===== config.mk =====
export PLATFORM = sky130hd
export DESIGN_NAME = pipeline_stage_hs
export DESIGN_NICKNAME = d
export VERILOG_FILES = /design/src/rtl/pipe_pkg.sv /design/src/rtl/flopenr.sv /design/src/rtl/pipeline_stage_hs.sv
export SDC_FILE = /design/constraint.sdc
export NUM_CORES = 1
export LEC_CHECK = 0
export BUFFER_PORTS_ARGS = -buffer_cell sky130_fd_sc_hd__buf_2
export CAP_MARGIN = 15
export CORE_ASPECT_RATIO = 0.7
export CORE_MARGIN = 2
export CORE_UTILIZATION = 58
export DETAILED_ROUTE_END_ITERATION = 16
export PLACE_DENSITY = 0.85
export SYNTH_ARGS = -nofsm -noshare
export SYNTH_HDL_FRONTEND = slang
export SYNTH_HIERARCHICAL = 1
export SYNTH_SLANG_ARGS = --single-unit

===== constraint.sdc =====
create_clock -name clk -period 3.8 [get_ports clk]
set_input_delay 0.76 -clock clk [delete_from_list [all_inputs] [get_ports clk]]
set_output_delay 0.76 -clock clk [all_outputs]
set_load 0.02 [all_outputs]

===== src/rtl/pipe_pkg.sv =====
// Shared types and default widths for the elastic pipeline stage.
package pipe_pkg;

    localparam int unsigned DEF_DATA_W = 96;
    localparam int unsigned DEF_RD_W   = 5;
    localparam int unsigned DEF_CNT_W  = 16;

    typedef enum logic [1:0] {
        ST_EMPTY = 2'd0,
        ST_ONE   = 2'd1,
        ST_TWO   = 2'd2
    } state_t;

endpackage


===== src/rtl/flopenr.sv =====
// Parametrised-width register with write enable and synchronous active-high reset to zero.
module flopenr #(
    parameter int unsigned WIDTH = 8
) (
    input  logic             clk,
    input  logic             reset,
    input  logic             en,
    input  logic [WIDTH-1:0] d,
    output logic [WIDTH-1:0] q
);

    always_ff @(posedge clk) begin
        if (reset)   q <= '0;
        else if (en) q <= d;
    end

endmodule


===== src/rtl/pipeline_stage_hs.sv =====
// Elastic pipeline stage: valid/ready handshake, two-entry skid buffer, flush,
// forwarding tap and saturating stall/bubble counters.
module pipeline_stage_hs
    import pipe_pkg::*;
#(
    parameter int unsigned DATA_W = DEF_DATA_W,
    parameter int unsigned RD_W   = DEF_RD_W,
    parameter int unsigned CNT_W  = DEF_CNT_W
) (
    input  logic              clk,
    input  logic              reset,
    input  logic              flush,
    input  logic              in_valid,
    output logic              in_ready,
    input  logic [DATA_W-1:0] in_data,
    input  logic [RD_W-1:0]   in_rd,
    input  logic              in_we,
    output logic              out_valid,
    input  logic              out_ready,
    output logic [DATA_W-1:0] out_data,
    output logic [RD_W-1:0]   out_rd,
    output logic              out_we,
    output logic              fwd_valid,
    output logic [RD_W-1:0]   fwd_rd,
    output logic [CNT_W-1:0]  stall_cnt,
    output logic [CNT_W-1:0]  bubble_cnt
);

    localparam int unsigned ENTRY_W = DATA_W + RD_W + 1;

    state_t             state, state_nxt;
    logic               in_fire, out_fire;
    logic               main_en, skid_en;
    logic [ENTRY_W-1:0] in_entry, main_d, main_q, skid_q;

    assign in_ready  = (state != ST_TWO);
    assign out_valid = (state != ST_EMPTY);
    assign in_fire   = in_valid & in_ready;
    assign out_fire  = out_valid & out_ready;
    assign in_entry  = {in_data, in_rd, in_we};

    always_ff @(posedge clk) begin
        if (reset) state <= ST_EMPTY;
        else       state <= state_nxt;
    end

    // Next state and entry write enables; flush overrides any handshake.
    always_comb begin
        state_nxt = state;
        main_en   = 1'b0;
        skid_en   = 1'b0;
        main_d    = in_entry;
        case (state)
            ST_EMPTY: begin
                if (in_fire) begin
                    main_en   = 1'b1;
                    state_nxt = ST_ONE;
                end
            end
            ST_ONE: begin
                if (in_fire && out_fire) begin
                    main_en = 1'b1;
                end else if (in_fire) begin
                    skid_en   = 1'b1;
                    state_nxt = ST_TWO;
                end else if (out_fire) begin
                    state_nxt = ST_EMPTY;
                end
            end
            ST_TWO: begin
                main_d = skid_q;
                if (out_fire) begin
                    main_en   = 1'b1;
                    state_nxt = ST_ONE;
                end
            end
            default: state_nxt = ST_EMPTY;
        endcase
        if (flush) begin
            state_nxt = ST_EMPTY;
            main_en   = 1'b0;
            skid_en   = 1'b0;
        end
    end

    flopenr #(.WIDTH(ENTRY_W)) u_main (
        .clk  (clk),
        .reset(reset),
        .en   (main_en),
        .d    (main_d),
        .q    (main_q)
    );

    flopenr #(.WIDTH(ENTRY_W)) u_skid (
        .clk  (clk),
        .reset(reset),
        .en   (skid_en),
        .d    (in_entry),
        .q    (skid_q)
    );

    assign {out_data, out_rd, out_we} = main_q;
    assign fwd_valid = out_valid & out_we & (out_rd != '0);
    assign fwd_rd    = out_rd;

    // Saturating performance counters; flush leaves them running.
    always_ff @(posedge clk) begin
        if (reset) begin
            stall_cnt  <= '0;
            bubble_cnt <= '0;
        end else begin
            if (out_valid && !out_ready && (stall_cnt != '1))
                stall_cnt <= stall_cnt + CNT_W'(1);
            if (out_ready && !out_valid && (bubble_cnt != '1))
                bubble_cnt <= bubble_cnt + CNT_W'(1);
        end
    end

endmodule


Word-level counts from Yosys, hierarchy flattened
Index checks and enable logic that the tools add are counted.

word-level totals
  bits in read-only memories = 0
  memory bits (writable) = 0
  register bits = 238
  logic and storage cells = 47
  latch bits = 0
  bits of input ports = 107
  output and inout port bits = 142
  memories kept = 0

cells by class
  eq/ne operators = 9
  shift-type cells = 0
  multiply operators = 0
  mux-type cells = 15
  $add $sub $neg = 2
  reductions and logical operators = 12
  bitwise logic cells = 4
  order comparisons = 0
  div/mod/pow operators = 0

operator list
  kind                                                  number
  2-to-1 mux 102 bit                                    1
  adder 16 x 1 -> 16 bit (second input constant)        2
  inequality test 16 bit (second input constant)        2
  2-to-1 mux 2 bit                                      5
  inequality test 2 bit (second input constant)         4
  2-to-1 mux 1 bit                                      7
  case mux 2 bit (3 select lines)                       1
  logical AND 1 bit                                     5
  nonzero test 5 bit                                    1
  AND 1 bit                                             4
  AND reduction 4 bit                                   1
  inequality test 3 bit (second input constant)         1
  case mux 1 bit (3 select lines)                       1
  equality test 2 x 1 -> 1 bit (second input constant)  1
  equality test 2 bit (second input constant)           1
  zero test 1 bit                                       2
  zero test 2 bit                                       1
  nonzero test 2 bit                                    1
  OR reduction 2 bit                                    1

Longest topological paths before layout
  depth after elaboration = 6
  mapped depth = 9
  gate-level depth less buffers = 6

By module
The synthesis kept the hierarchy.

modules (own cells, without submodules)
  module             area each (um^2)  cells each  instances  seq. area each (um^2)
  flopenr            3,699.8           329         2          2,042.0
  pipeline_stage_hs  3,000.4           325         1          680.7

Least setup slack after synthesis
No wires, ideal clock.

  path kind = input port to flip-flop
  start point = input out_ready
  end point = register stall_cnt[11]
  stages = 7
  setup time = 0.070 ns
  path slack = 1.444 ns
  data required time = 3.730 ns
  arrival time = 2.286 ns
  path buffers = 2
  cells stage by stage = o21ba_1 > buf_6 > nand3_2 > or3b_1 > clkbuf_2 > or4_1 > a21oi_1

between the ends
  cells in the longest elaborated chain, start to end = 3

ends and longest elaborated chain
  item                            RTL line                  text
  from (decl)                     pipeline_stage_hs.sv:19   input logic out_ready,
  zero test 1 bit                 pipeline_stage_hs.sv:112  if (out_valid && !out_ready && (stall_cnt != '1))
  logical AND 1 bit (2 in a row)  pipeline_stage_hs.sv:112
  to (signal assigned)            pipeline_stage_hs.sv:113  stall_cnt <= stall_cnt + CNT_W'(1);
  to (decl)                       pipeline_stage_hs.sv:25   output logic [CNT_W-1:0] stall_cnt,

Every way passes these cells.
A chain may end at the register's enable or synchronous reset.

Worst setup path in the final report
  start point = register state[0]
  end point = output in_ready

between the ends
  cells in the longest elaborated chain, start to end = 1

ends and longest elaborated chain
  item                    RTL line                 text
  from (decl)             pipeline_stage_hs.sv:31  state_t state, state_nxt;
  from (signal assigned)  pipeline_stage_hs.sv:44  else state <= state_nxt;
  inequality test 2 bit   pipeline_stage_hs.sv:36  assign in_ready = (state != ST_TWO);
  to (decl)               pipeline_stage_hs.sv:14  output logic in_ready,

Every way passes these cells.

==> metrics.md <==
| Metric | Value |
|---|---|
| Status | `finished, final reports clean` |
| Vias per std cell | `5.31` |
| Worst clock skew | `0.00716 ns` |
| Arr. time, crit path | `1.77 ns` |
| CP max stage cell | `and2b_4` |
| Switching share of total power | `23.4%` |
| Comb pwr share | `10.2%` |
| Fin nets | `1300` |
| Worst-path maximum fanout | `32` |
| First-pass GRT wire length | `35300 um` |
| Synth Net Count | `1092` |
| Final ANT Viol Nets | `0` |
| Peak VDD IR | `0.000300 V` |
| CTS resizes | `0` |
| Cell Area, Synth | `10400 um^2` |
| Drt total wl | `22600 um` |
| Post-synth EDFFs | `0` |
| Ys async rst share | `0%` |
| Total design power | `5430 uW` |
| Final RePlAce weighted congestion | `0.840` |
| Post-synth top area share | `45.8%` |
| Layout cell share with drive strength beyond 1 | `33.7%` |
| Mapped Cells | `983` |
| Port Buffers | `248` |
| Clock sinks | `238` |
| Count leader, synth | `dfxtp_1` |
| Seq cells post-synth | `238` |
| Post-route DRC | `0` |
| Die ar. | `19000 um^2` |
| Clk slew on worst S/H paths | `0.06 ns` |
| Sequential power share | `48.2%` |
| Setup violators final | `0` |
| Final period util | `66.7%` |
| GR Overflow Total | `0` |
| TritonRoute pass-1 iters | `4` |
| Cell family with most CP delay | `simple AND/OR/NAND/NOR gates` |
| Psw | `1270 uW` |
| Worst path bufs/invs | `2` |
| Final Hold Fails | `0` |
| GRT met2 Usage | `37.5%` |
| Row count | `40` |
| Vias in the first global route | `7050` |
| Largest net degree at the start of global routing | `125` |
| Synth area leader | `dfxtp_1` |
| Clock buffer depth | `3` |
| Skew-Pair Late Insertion Delay | `0.49 ns` |
| Seq/Total Area, Yosys | `45.8%` |
| Die extent in x | `164 um` |
| DIE HEIGHT | `116 um` |
| GRT Total Usage | `22.6%` |
| Synth Flop Type | `dfxtp_1` |
| Setup Buffers After CTS | `0` |
| Fraction of power consumed by the clock network | `41.6%` |
| Worst path max stage delay | `0.64 ns` |
| Pre-CTS setup slack | `1.13 ns` |
| WHS | `0.488 ns` |
| Pleak | `0.00510 uW` |
| Synthesis-to-layout area growth | `17.2%` |
| Avg Cell Area, Syn | `10.6 um^2` |
| IO Count | `249` |
| Yosys warns | `6` |
| Worst Path Required | `3.04 ns` |
| WL/cell | `15.7 um` |
| Power Density | `445 nW/um^2` |
| Critical path endpoint category | `output pin` |
| Via Count | `7637` |
| Critical Path, Cell by Cell | `and2b_4, inv_1, buf_2` |
| Critical path startpoint category | `register` |
| Slew @ Worst Pin | `0.815 ns` |
| CTS tree | `yes` |
| Final Slew Violations | `0` |
| Met3 global-route usage | `4.19%` |
| GR Util met1 | `31.2%` |
| N_diodes | `0` |
| Initial core utilization | `59.9%` |
| Final TNS setup | `0 ns` |
| RSZ-0062 raised after global routing | `false` |
| Antenna violations before repair | `1` |
| Hold crit path type | `register to register` |
| Post-DP HPWL | `14800 um` |
| Fin crit period | `2.53 ns` |
| Hold-fix buffers, CTS | `0` |
| R2R setup slack | `1.51 ns` |
| FMAX | `394 MHz` |
| Core area | `17400 um^2` |
| Setup ws final | `1.27 ns` |
| Crit path kind | `register to output pin` |
| Max Cap Violations | `0` |
| Unique cell type count in the Yosys netlist | `52` |
| Internal power | `4160 uW` |
| Gr busiest metal | `met2` |
| Max_slew headroom | `45.6%` |
| Synth cell count leaders | `dfxtp_1 (238), nor2_1 (233), mux2i_1 (206)` |
| Initial drt markers | `401` |
| Root buf cell | `clkbuf_16` |
| H-tree depth | `1` |
| Area contributors post-synth | `dfxtp_1 (46%), mux2i_1 (20%), mux2_2 (11%)` |
| CTS buffer count | `23` |
==> power by group through the flow <==
stage | Clock, uW | Sequential [uW] | Combinational, uW
after global placement | 0 | 2670 | 539
after CTS | 2300 | 2620 | 554
final | 2260 | 2620 | 552
after detailed placement | 0 | 2670 | 550
after global routing | 2400 | 2620 | 597
after floorplan | 0 | 2750 | 315
==> flip-flops by register name (all words and copies together), names as in the netlist <==
register,count
bubble_cnt,16
stall_cnt,16
state,2
u_main/q,102
u_skid/q,102
==> worst min-delay path: stages (launching register included) <==
cell and delay (ns):
dfxtp_1 0.32, mux2i_1 0.06, nor2_1 0.07
==> layout make-up <==
class                      count  area [um^2]
inverter                       2         7.51
clock inverter                 1         5.00
sequential                   238         4760
timing repair buffer         256         1380
tap                          231          289
fill                        1295         5180
clock buffer                  40          759
multi-input combinational    670         4980
==> path summary, 6_finish.rpt <==
kind / endpoint / startpoint / cells after the start
setup / recovery: in_ready / state[0]$_SDFFE_PP0P_ / 3
setup reg to reg: u_main/q[39]$_SDFFE_PP0P_ / state[0]$_SDFFE_PP0P_ / 5
hold / removal: u_main/q[15]$_SDFFE_PP0P_ / u_main/q[15]$_SDFFE_PP0P_ / 2
hold reg to reg: u_main/q[15]$_SDFFE_PP0P_ / u_main/q[15]$_SDFFE_PP0P_ / 2
==> cells in the final DEF, fill, tap and decap left out, types with 4 or more instances in the layout <==
master	netlist	final
a21oi_1	14	14
and3_1	9	9
and4_1	4	4
buf_12	18	6
buf_2	17	247
clkbuf_1	18	5
clkbuf_16	0	23
clkbuf_8	2	12
dfxtp_1	238	238
mux2_2	103	103
mux2i_1	206	206
nand2_1	16	16
nand4_1	6	6
nor2_1	233	232
nor3_1	9	9
o21ai_0	5	5
xnor2_1	16	16
xor2_1	5	5
==> metrics by stage <==
step                      std cells  instance area, um^2  util (%)
after floorplan                 983                10400         -
after global placement         1397                11400      65.8
after detailed placement       1397                11400      65.8
after CTS                      1438                12200      70.2
after global routing           1438                12200      70.2
final                          1438                12200      70.2
==> cells by family after synthesis <==
family	Yosys count	share of synthesized area [%]
buffers and inverters	75	6.45
xor gates and xnor gates	21	1.77
adders and majority gates	2	0.241
AOI/OAI and AO/OA	33	2.12
and+or+nand+nor	305	12.6
DFF	238	45.8
muxes	309	31.0
==> layer usage <==
metal / up-vias / wire, um
met5: - / 7
met4: 2 / 363
met3: 34 / 1470
met2: 243 / 10200
met1: 3579 / 10500
li1: 3779 / -
No activity file was read; power rests on OpenSTA's default activity.
